[src/rtl/nn_pkg.sv]
// nn_pkg: shared FSM state type and frame-size helper for nn_infer_ctrl
package nn_pkg;

    typedef enum logic [2:0] {IDLE, LOAD, PUSH, NNRST, RUN, HOLD} state_e;

    function automatic int frame_bits(input int num_inputs, input int data_width);
        return num_inputs * data_width;
    endfunction

endpackage

[src/rtl/sync_edge_det.sv]
// sync_edge_det: two-flop synchroniser with rising-edge detect on the synchronised level
module sync_edge_det (
    input  logic clk,
    input  logic resetn,
    input  logic async_in,
    output logic rise
);

    logic [2:0] sync_q, sync_d;

    always_comb sync_d = {sync_q[1:0], async_in};

    always_ff @(posedge clk or negedge resetn) begin
        if (!resetn) sync_q <= '0;
        else         sync_q <= sync_d;
    end

    assign rise = sync_q[1] & ~sync_q[2];

endmodule

[src/rtl/nn_infer_ctrl.sv]
// nn_infer_ctrl: serial frame loader and NN run sequencer; define NN_TIMEOUT_EN for the run watchdog
module nn_infer_ctrl
    import nn_pkg::*;
#(
    parameter int NUM_INPUTS     = 784,
    parameter int DATA_WIDTH     = 16,
    parameter int TIMEOUT_CYCLES = 65535
) (
    input  logic        clk,
    input  logic        resetn,
    input  logic        serial_clk,
    output logic        push_buffer,
    output logic        nn_reset,
    output logic        nn_valid,
    input  logic        nn_out_valid,
    input  logic [3:0]  max_index,
    input  logic [15:0] max_value,
    output logic [3:0]  result_index,
    output logic [15:0] result_value,
    output logic        result_valid,
    input  logic        result_ready,
    output logic        busy,
    output logic        timeout_err,
    output logic [7:0]  frame_count
);

    localparam int FB = frame_bits(NUM_INPUTS, DATA_WIDTH);
    localparam int CW = $clog2(FB + 1);
    localparam logic [CW-1:0] FULL = CW'(FB);

    state_e        state_q, state_d;
    logic [CW-1:0] cnt_q, cnt_d;
    logic [3:0]    result_index_q, result_index_d;
    logic [15:0]   result_value_q, result_value_d;
    logic [7:0]    frame_count_q, frame_count_d;
    logic          result_valid_q, result_valid_d;
    logic          push_buffer_q, push_buffer_d;
    logic          nn_reset_q, nn_reset_d;
    logic          nn_valid_q, nn_valid_d;
    logic          busy_q, busy_d;
    logic          rise, expire;

    sync_edge_det u_sync (
        .clk      (clk),
        .resetn   (resetn),
        .async_in (serial_clk),
        .rise     (rise)
    );

`ifdef NN_TIMEOUT_EN
    localparam int TW = $clog2(TIMEOUT_CYCLES + 1);
    logic [TW-1:0] tmr_q, tmr_d;
    logic          timeout_err_q, timeout_err_d;

    always_comb begin
        tmr_d         = (state_q == RUN) ? tmr_q + 1'b1 : '0;
        expire        = state_q == RUN && !nn_out_valid && tmr_q == TW'(TIMEOUT_CYCLES - 1);
        timeout_err_d = timeout_err_q | expire;
    end

    always_ff @(posedge clk or negedge resetn) begin
        if (!resetn) begin
            tmr_q         <= '0;
            timeout_err_q <= 1'b0;
        end else begin
            tmr_q         <= tmr_d;
            timeout_err_q <= timeout_err_d;
        end
    end

    assign timeout_err = timeout_err_q;
`else
    assign expire      = 1'b0;
    assign timeout_err = 1'b0;
`endif

    // Edges keep counting in every state so the next frame can stream in while the NN runs
    always_comb begin
        state_d        = state_q;
        cnt_d          = cnt_q + CW'(rise && cnt_q != FULL);
        result_index_d = result_index_q;
        result_value_d = result_value_q;
        result_valid_d = result_valid_q;
        frame_count_d  = frame_count_q;
        case (state_q)
            IDLE:  state_d = (cnt_d != '0) ? LOAD : IDLE;
            LOAD: if (cnt_q == FULL) begin
                state_d = PUSH;
                cnt_d   = CW'(rise);
            end
            PUSH:  state_d = NNRST;
            NNRST: state_d = RUN;
            RUN: if (nn_out_valid) begin
                result_index_d = max_index;
                result_value_d = max_value;
                result_valid_d = 1'b1;
                frame_count_d  = frame_count_q + 8'd1;
                state_d        = HOLD;
            end else if (expire) begin
                state_d = IDLE;
            end
            HOLD: if (result_ready) begin
                result_valid_d = 1'b0;
                state_d        = (cnt_d != '0) ? LOAD : IDLE;
            end
            default: state_d = IDLE;
        endcase
        push_buffer_d = state_d == PUSH;
        nn_reset_d    = state_d == PUSH || state_d == NNRST || expire;
        nn_valid_d    = state_d == RUN;
        busy_d        = state_d != IDLE;
    end

    always_ff @(posedge clk or negedge resetn) begin
        if (!resetn) begin
            state_q        <= IDLE;
            cnt_q          <= '0;
            result_index_q <= '0;
            result_value_q <= '0;
            result_valid_q <= 1'b0;
            frame_count_q  <= '0;
            push_buffer_q  <= 1'b0;
            nn_reset_q     <= 1'b1;
            nn_valid_q     <= 1'b0;
            busy_q         <= 1'b0;
        end else begin
            state_q        <= state_d;
            cnt_q          <= cnt_d;
            result_index_q <= result_index_d;
            result_value_q <= result_value_d;
            result_valid_q <= result_valid_d;
            frame_count_q  <= frame_count_d;
            push_buffer_q  <= push_buffer_d;
            nn_reset_q     <= nn_reset_d;
            nn_valid_q     <= nn_valid_d;
            busy_q         <= busy_d;
        end
    end

    assign push_buffer  = push_buffer_q;
    assign nn_reset     = nn_reset_q;
    assign nn_valid     = nn_valid_q;
    assign busy         = busy_q;
    assign result_index = result_index_q;
    assign result_value = result_value_q;
    assign result_valid = result_valid_q;
    assign frame_count  = frame_count_q;

endmodule

[config.mk]
export PLATFORM = sky130hd
export DESIGN_NAME = nn_infer_ctrl
export DESIGN_NICKNAME = d
export VERILOG_FILES = /design/src/rtl/nn_pkg.sv /design/src/rtl/sync_edge_det.sv /design/src/rtl/nn_infer_ctrl.sv
export SDC_FILE = /design/constraint.sdc
export NUM_CORES = 1
export LEC_CHECK = 0
export ABC_AREA = 1
export CORE_MARGIN = 5
export CORE_UTILIZATION = 49
export DETAILED_ROUTE_END_ITERATION = 8
export PLACE_DENSITY = 0.8
export SLEW_MARGIN = 20
export SYNTH_ARGS = -nofsm -noshare
export SYNTH_HDL_FRONTEND = slang
export SYNTH_SLANG_ARGS = --single-unit
[constraint.sdc]
create_clock -name clk -period 2.8 [get_ports clk]
set_input_delay 0.28 -clock clk [delete_from_list [all_inputs] [get_ports clk]]
set_output_delay 0.28 -clock clk [all_outputs]
set_load 0.005 [all_outputs]
# Yosys cells after proc, flatten, opt, wreduce, memory -nomap -nowiden
# Index checks and enable logic that the tools add are counted.
# totals
output_inout_bits,34
elab_cells,45
input_bits,25
ff_bits,53
# classes
n_eq_ne,12
bitwise,2
n_mux,10
n_addsub,2
n_reduce_logical,8
# op_table
operator,count
two-way mux 14 bit,2
case mux 3 bit (6 select lines),1
adder 14 x 1 -> 14 bit,1
== test 14 bit (second input constant),1
inequality test 14 bit (second input constant),1
nonzero test 14 bit,1
== test 3 x 2 -> 1 bit (second input constant),4
== test 3 bit (second input constant),3
two-way mux 3 bit,3
adder 8 x 1 -> 8 bit (second input constant),1
inequality test 2 bit (second input constant),2
== test 3 x 1 -> 1 bit (second input constant),1
logical NOT 3 bit,1
two-way mux 1 bit,3
AND reduction 3 bit,1
nonzero test 3 bit,1
case mux 1 bit (2 select lines),1
AND reduction 2 bit,1
nonzero test 2 bit,1
AND 1 bit,1
logical AND 1 bit,1
logical OR 1 bit,1
NOT 1 bit,1

# Logic depth before layout (Yosys ltp)
# Gate-level depths: netlist of the first run.
# depth
depth_word,10
depth_mapped,17
depth_no_buf,17

# Hierarchy
# Synthesis of the first run repeated with hierarchy kept, for this count alone.
# unflattened
hier_cells,286
hier_area_um2,2448.6
# modules_own_cells
mod,seq_area_each_um2,n_inst,cells_per_inst,area_each_um2
nn_infer_ctrl,1252.5,1,281,2363.5
sync_edge_det,75.1,1,5,85.1

# Least setup slack after synthesis of the first run
# OpenSTA, ideal clock, no wires.
# synth_path
path_type,flip-flop to flip-flop
startpoint,register cnt_q[6]
endpoint,register nn_valid_q (netlist: nn_valid)
period_less_slack_ns,2.085
required_ns,2.728
path_buffers,0
setup_ns,0.072
slack_ns,0.715
t_arrival_ns,2.014
stages_incl_launch_ff,17
cell_sequence,dfrtp_1 -> nor2_1 -> nand3_1 -> nor4_1 -> a21oi_1 -> ha_1 -> nand3_1 -> nor2_2 -> nand2_1 -> nand2_1 -> nor2_1 -> nand2_1 -> nor2_1 -> nand3_1 -> nand2_1 -> nand3_1 -> nor2_1
# synth_via
elab_chain_cells,8
elab_cells_between_ends,10
cone_classes,1 x add/sub; 3 x eq/ne; 4 x mux; 2 x reduce/logical
# synth_rtl
item,line,source
start: declaration,nn_infer_ctrl.sv:32,"logic [CW-1:0] cnt_q, cnt_d;"
start signal: assignment,nn_infer_ctrl.sv:128,cnt_q <= cnt_d;
inequality test 14 bit,nn_infer_ctrl.sv:80,cnt_d = cnt_q + CW'(rise && cnt_q != FULL);
logical AND 1 bit,nn_infer_ctrl.sv:80,
adder 14 x 1 -> 14 bit,nn_infer_ctrl.sv:80,
nonzero test 14 bit,"nn_infer_ctrl.sv:86, nn_infer_ctrl.sv:104",
two-way mux 1 bit,"nn_infer_ctrl.sv:86, nn_infer_ctrl.sv:104",
two-way mux 3 bit,nn_infer_ctrl.sv:102,HOLD: if (result_ready) begin
case mux 3 bit (6 select lines) *,nn_infer_ctrl.sv:85,case (state_q)
== test 3 bit *,nn_infer_ctrl.sv:110,nn_valid_d = state_d == RUN;
net nn_valid_d,nn_infer_ctrl.sv:39,"logic nn_valid_q, nn_valid_d;"
end signal: assignment,nn_infer_ctrl.sv:135,nn_valid_q <= nn_valid_d;
end: declaration,nn_infer_ctrl.sv:39,
# Mark *: on every way through the listed nets, which the timed path passes. The rest lies on a longest branch.
# A chain may end at the register's enable or synchronous reset.

# Worst setup path in the final report of the first run
# layout_path
startpoint,register cnt_q[7]
endpoint,register nn_valid_q (netlist: nn_valid)
# Same word-level chain as after synthesis.

==> results of run 1 <==
-- report_power, final --
part / switching (uW) / total, uW / internal (uW)
registers: 102 / 980 / 878
logic: 195 / 438 / 243
clock network: 233 / 457 / 224
-- cell type report --
cell class	instances	area [um^2]	area share
well taps	67	83.83	0.02677
clock inverters	1	5.005	0.001598
inverters	27	101.3	0.03236
repair buffers	61	598.1	0.1910
multi-input cells	199	919.6	0.2936
flip-flops and latches	53	1328	0.4239
clock buffers	7	96.34	0.03076
-- stage by stage --
step,setup slack [ns],hold slack (ns),cells,utilization
after global placement,0.5712,0.2533,406,0.6395
after detailed placement,0.4765,0.2480,406,0.6395
after global routing,0.2034,0.3726,415,0.6630
final,0.4236,0.3625,415,0.6630
after floorplan,0.7148,-0.01559,284,-
after CTS,0.4445,0.3654,415,0.6630
-- path summary, 6_finish.rpt --
path	startpoint	to	slack (ns)	cells past startpoint
min reg2reg	u_sync.sync_q[0]	u_sync.sync_q[1]	0.36	0
min	u_sync.sync_q[0]	u_sync.sync_q[1]	0.36	0
max in group asynchronous	resetn	state_q[1]	1.57	3
min in group asynchronous	resetn	cnt_q[7]	0.45	2
max reg2reg	cnt_q[7]	nn_valid	0.42	16
max	cnt_q[7]	nn_valid	0.42	16
-- worst reg2reg max path: cells and delay by family (launching register included) --
kind | cells | cell delay, ns
compound gates | 1 | 0.17
simple gates | 14 | 1.44
flops | 1 | 0.44
fa+ha+maj | 1 | 0.25
-- registers in the layout, indices dropped and copies added (netlist names) --
register,count
result_value,16
cnt_q,14
frame_count,8
result_index,4
state_q,3
u_sync.sync_q,3
busy,1
nn_reset,1
nn_valid,1
push_buffer,1
result_valid,1
-- cells in the final DEF (no fill, tap or decap) --
master           instances
buf_4                    3
xor2_1                   7
clkdlybuf4s50_1         56
nor2_2                   4
xnor2_1                  4
dlygate4sd3_1            1
nand2_2                  4
clkbuf_8                 7
nand4_1                  4
nor2_1                  24
nor3_1                   3
dfrtp_1                 52
o21a_1                   1
a21oi_1                  3
o21ai_0                  3
nand2_1                114
nand3_1                 19
conb_1                   1
and3_1                   1
buf_2                    1
nand3b_1                 1
ha_1                     3
nor4_1                   1
nand3_2                  1
inv_1                   27
nor2_4                   1
clkinv_2                 1
dfstp_2                  1
-- kinds of logic (layout without fill, tap and decap cells) --
family,after synthesis,in the layout
buf+inv,32,96
xor+xnor,11,11
simple gates,177,177
fa+ha+maj,3,3
other cells,1,1
flops,53,53
compound gates,7,7
-- routing by layer --
| layer | up-vias | track usage |
|---|---|---|
| met5 | - | 0 |
| met3 | 6 | 0.05869 |
| li1 | 995 | - |
| met2 | 67 | 0.2830 |
| met4 | 0 | 0.04467 |
| met1 | 886 | 0.2215 |
==> flow_metrics.py, run 1 <==
metrics = {
    "timing": {
        "rsz0062_at_grt": "false",
        "setup_tns_ns": 0,
        "slew_violations": 0,
        "report.final.setup_viol": 0,
        "fin_crit_sh": 0.8487,
        "skew_ns": 0.007307,
        "fin_crit_ns": 2.376,
        "fmax_mhz": 420.8,
        "hold_viol_final": 0,
    },
    "synth": {
        "synth_nets": 312,
        "synth_edf_count": 0,
        "yosysTopAreaCellShare": 0.5488,
        "ys_ff_latch": 53,
        "netlist_top_cells_count": "nand2_1, dfrtp_1, inv_1",
        "synthAdderAreaFrac": 0.01583,
        "synthCells": 284,
        "yosysTopAreaCell": "dfrtp_1",
        "synth_most_common_cell": "nand2_1",
        "synth_compound_area_frac": 0.01583,
        "ys.flop_type": "dfrtp_1",
        "yosys.area_share.xor_xnor": 0.04063,
        "synth_warnings": 0,
        "ys_top_cells_by_area": "dfrtp_1, nand2_1, inv_1, nand3_1, nor2_1",
        "synth-simple-area-share": 0.3140,
        "synthMuxAreaShare": 0,
        "synthArstFlopShare": 1.000,
        "syn_avg_cell_area_um2": 8.349,
        "synth_top_family_by_area": "simple AND/OR/NAND/NOR gates",
        "synthesis.area_mm2": 0.002371,
        "yosysSeqAreaShare": 0.5599,
        "yosysUniqueCellTypes": 25,
    },
    "routing": {
        "viasPerCell": 4.708,
        "wl_um": 5041,
        "num_vias": 1954,
        "drt-met1-wl_um": 2378,
        "met3_length_um": 371,
        "ant_nets": 0,
        "first_pass_iters": 4,
        "top_layer": "met4",
        "met2_length_um": 2241,
        "post-route-drc-count": 0,
        "post_drt_wl_per_cell_um": 12.15,
        "drtIter0Drc": 102,
    },
    "worst_hold_path": {
        "hold_path.class": "register to register",
    },
    "finish": {
        "drive_gt1_frac": 0.06609,
        "fin_nets": 375,
        "n_fill_cell": 380,
        "antenna_cells": 0,
        "area_delta_synth_final_pct": 32.08,
        "final_area_mm2": 0.003132,
    },
    "clocking": {
        "cts_sinks": 53,
        "cts_tree": "done",
        "cts.repair.resized": 0,
        "cts_setup_buffers": 0,
        "cts.path.max_buffers": 2,
        "root_buffer": "clkbuf_8",
        "clock_latency_ns": 0.30,
        "holdBufCountCts": 1,
        "cts.clk_slew.worst_paths_ns": 0.09,
        "htreeDepth": 2,
        "cts_inserted_buffers": 5,
    },
    "floorplanning": {
        "die_w_um": 79.56,
        "start_util": 0.5020,
        "coreArea_mm2": 0.004723,
        "io_pins": 59,
        "die_h_um": 79.56,
        "dieArea_mm2": 0.006330,
        "row_count": 25,
    },
    "pwr": {
        "irDropWorstVdd_uv": 353.6,
        "total_power_uw": 1875,
        "p_per_area_mw_per_mm2": 598.6,
        "leakage_uw": 0.001590,
    },
    "worst_setup_path": {
        "cp_num_buf_inv": 0,
        "crit_fanout": 5,
        "crit_chain": "nor2_1 -> nand3_1 -> nor4_1 -> a21oi_1 -> ha_1 -> nand3_1 -> nor2_2 -> nand2_1 -> nand2_1 -> nor2_1 -> nand2_1 -> nor2_1 -> nand3_1 -> nand2_1 -> nand3_1 -> nor2_1",
        "cp_slowest_cell": "dfrtp_1",
        "arrival_ns": 2.61,
        "crit_path_end_kind": "register",
        "path_delay_family": "simple AND/OR/NAND/NOR gates",
        "worst_ep_required_time_ns": 3.03,
        "crit_type": "register to register",
        "startpoint_type": "register",
        "max_stage_delay_ns": 0.44,
    },
    "grt": {
        "overflow": 0,
        "antenna_found_initial": 0,
        "grt_start_max_net_pins": 34,
        "grt_util_all_layers": 0.1736,
        "grt_pass1_vias": 1950,
        "grt_pass1_wl_um": 8576,
    },
    "flow_run": {
        "drv_cap": 0,
    },
    "placement": {
        "gp_congestion": 0.8917,
        "place_area_mm2": 0.003020,
        "dpl.hpwl_um": 3850,
        "io_buffers": 57,
    },
    "outcome": {
        "status": "complete, no violations",
    },
}
No activity file was read; power rests on OpenSTA's default activity.
==> run 2: changes to the inputs <==
==> constraint.sdc (replaced) <==
create_clock -name clk -period 2.25 [get_ports clk]
set_input_delay 0.225 -clock clk [delete_from_list [all_inputs] [get_ports clk]]
set_output_delay 0.225 -clock clk [all_outputs]
set_load 0.005 [all_outputs]
==> flow_metrics.py, run 2 (synthesis results as in run 1) <==
metrics = {
    "worst_hold_path": {
        "hold_path.class": "input port to async pin",
    },
    "timing": {
        "rsz0062_at_grt": "true",
        "slew_violations": 0,
        "fmax_mhz": 430.6,
        "hold_viol_final": 0,
        "setup_tns_ns": -0.1427,
        "skew_ns": 0.007133,
        "report.final.setup_viol": 3,
        "slew_headroom": 0.5596,
        "fin_crit_sh": 1.032,
        "fin_ws_ns": -0.07223,
        "fin_crit_ns": 2.322,
        "tightest_slew_ns": 0.6606,
    },
    "grt": {
        "grt_pass1_wl_um": 8666,
        "antenna_found_initial": 0,
        "grt_util_all_layers": 0.1744,
        "grt_start_max_net_pins": 54,
        "grt_pass1_vias": 1962,
        "overflow": 0,
    },
    "routing": {
        "post_drt_wl_per_cell_um": 12.85,
        "first_pass_iters": 4,
        "wl_um": 5512,
        "post-route-drc-count": 0,
        "ant_nets": 0,
        "drtIter0Drc": 78,
        "num_vias": 2051,
        "viasPerCell": 4.781,
    },
    "pwr": {
        "p_per_area_mw_per_mm2": 733.2,
        "leakage_uw": 0.001672,
        "irDropWorstVdd_uv": 406.4,
    },
    "clocking": {
        "root_buffer": "clkbuf_8",
        "clock_latency_ns": 0.30,
        "cts_tree": "done",
        "htreeDepth": 2,
        "holdBufCountCts": 0,
        "cts.clk_slew.worst_paths_ns": 0.09,
        "cts_sinks": 53,
        "cts.path.max_buffers": 2,
        "cts_inserted_buffers": 5,
    },
    "worst_setup_path": {
        "r2r_end": "state_q[0]",
        "max_stage_delay_ns": 0.41,
        "timing.rr.start": "cnt_q[7]",
        "crit_type": "register to register",
        "crit_start": "cnt_q[7]",
        "cp_num_buf_inv": 1,
        "path_delay_family": "simple AND/OR/NAND/NOR gates",
        "crit_chain": "nor2_2 -> nand3_2 -> nor4_4 -> a21oi_2 -> ha_2 -> nand3_4 -> nor2_4 -> nand2_1 -> nand2_2 -> nor2_1 -> nand2_1 -> nor2_1 -> nand3_1 -> nand2_2 -> buf_6 -> nand2_1",
        "ff2ff_setup_slack_ns": -0.07,
        "crit_fanout": 5,
        "r2r_cells": 16,
        "crit_path_end_kind": "register",
        "endpoint": "state_q[0]",
        "crit_path_frequent_cell": "nand2_1",
        "crit_cells": 16,
        "arrival_ns": 2.50,
        "worst_ep_required_time_ns": 2.43,
        "cp_slowest_cell": "dfrtp_1",
        "startpoint_type": "register",
    },
    "floorplanning": {
        "start_util": 0.5020,
        "coreArea_mm2": 0.004723,
        "io_pins": 59,
        "die_w_um": 79.56,
        "row_count": 25,
        "dieArea_mm2": 0.006330,
        "die_h_um": 79.56,
    },
    "finish": {
        "final_area_mm2": 0.003339,
        "n_fill_cell": 374,
        "multi_input_area_mm2": 0.001030,
        "final_cell_mix": "nand2_1, clkdlybuf4s50_1, dfrtp_1",
        "antenna_cells": 0,
        "post-route-util": 0.7070,
        "largest_register_ffs": 16,
        "final_common_cell": "nand2_1",
        "drive_gt1_frac": 0.1492,
        "fin_nets": 390,
        "area_delta_synth_final_pct": 40.84,
        "seqCellArea_mm2": 0.001328,
    },
    "placement": {
        "gp_congestion": 0.8769,
        "io_buffers": 57,
        "place_area_mm2": 0.003088,
        "dpl.hpwl_um": 3852,
    },
    "outcome": {
        "violations": "negative setup slack",
        "status": "complete, but fails checks",
    },
    "flow_run": {
        "drv_cap": 0,
    },
}
run 2: per-layer routing:
layer  up-vias  global-route usage  share of wire
met2        52              0.2888           0.48
met3        10             0.05643          0.062
met1       968              0.2170           0.44
li1       1021                   -              -
met5         -                   0              0
met4         0             0.05155          0.019
run 2: layout make-up:
type                    count  area share
well taps                  67     0.02510
repair buffers             76      0.2143
multi-input cells         199      0.3084
clock buffers               6     0.02173
inverters                  27     0.03035
flip-flops and latches     53      0.3975
clock inverters             1    0.002623
run 2: worst min path at each step:
stage	cells after the start	slack [ns]	endpoint
after CTS	2	0.06	result_value[10]
after global routing	2	0.09	cnt_q[12]
after global placement	0	0.34	u_sync.sync_q[1]
final	2	0.03	cnt_q[9]
after floorplan	0	-0.07	busy
after detailed placement	0	0.35	u_sync.sync_q[1]
run 2: where the power goes:
part	total [uW]	internal (uW)	switching, uW
logic	765	402	363
clock network	507	216	291
registers	1180	1090	83.7
total	2450	1710	738
run 2: what timing repair did:
action / CTS / global route
gates resized for setup: 3 / 23
endpoints found under the setup margin: 2 / 3
pin swaps: 1 / 20
buffers inserted: 0 / 7
run 2: worst reg2reg max path: stages, from the launching register on:
cell and delay (ns):
dfrtp_1 0.41, nor2_2 0.14, nand3_2 0.11, nor4_4 0.26, a21oi_2 0.11, ha_2 0.24, nand3_4 0.11, nor2_4 0.06
nand2_1 0.06, nand2_2 0.06, nor2_1 0.11, nand2_1 0.07, nor2_1 0.12, nand3_1 0.10, nand2_2 0.11, buf_6 0.09
nand2_1 0.05
run 2: stage by stage:
stage / instances / hold WS, ns / power, uW / worst slack [ns]
2_1_floorplan: 284 / -0.07059 / 1465 / 0.1648
4_1_cts: 422 / 0.05878 / 2354 / 0.03654
3_3_place_gp: 415 / 0.3365 / 1825 / 0.09771
6_report: 429 / 0.02950 / 2448 / -0.07223
5_1_grt: 429 / 0.09351 / 2597 / -0.2066
3_5_place_dp: 415 / 0.3496 / 1841 / -0.01304
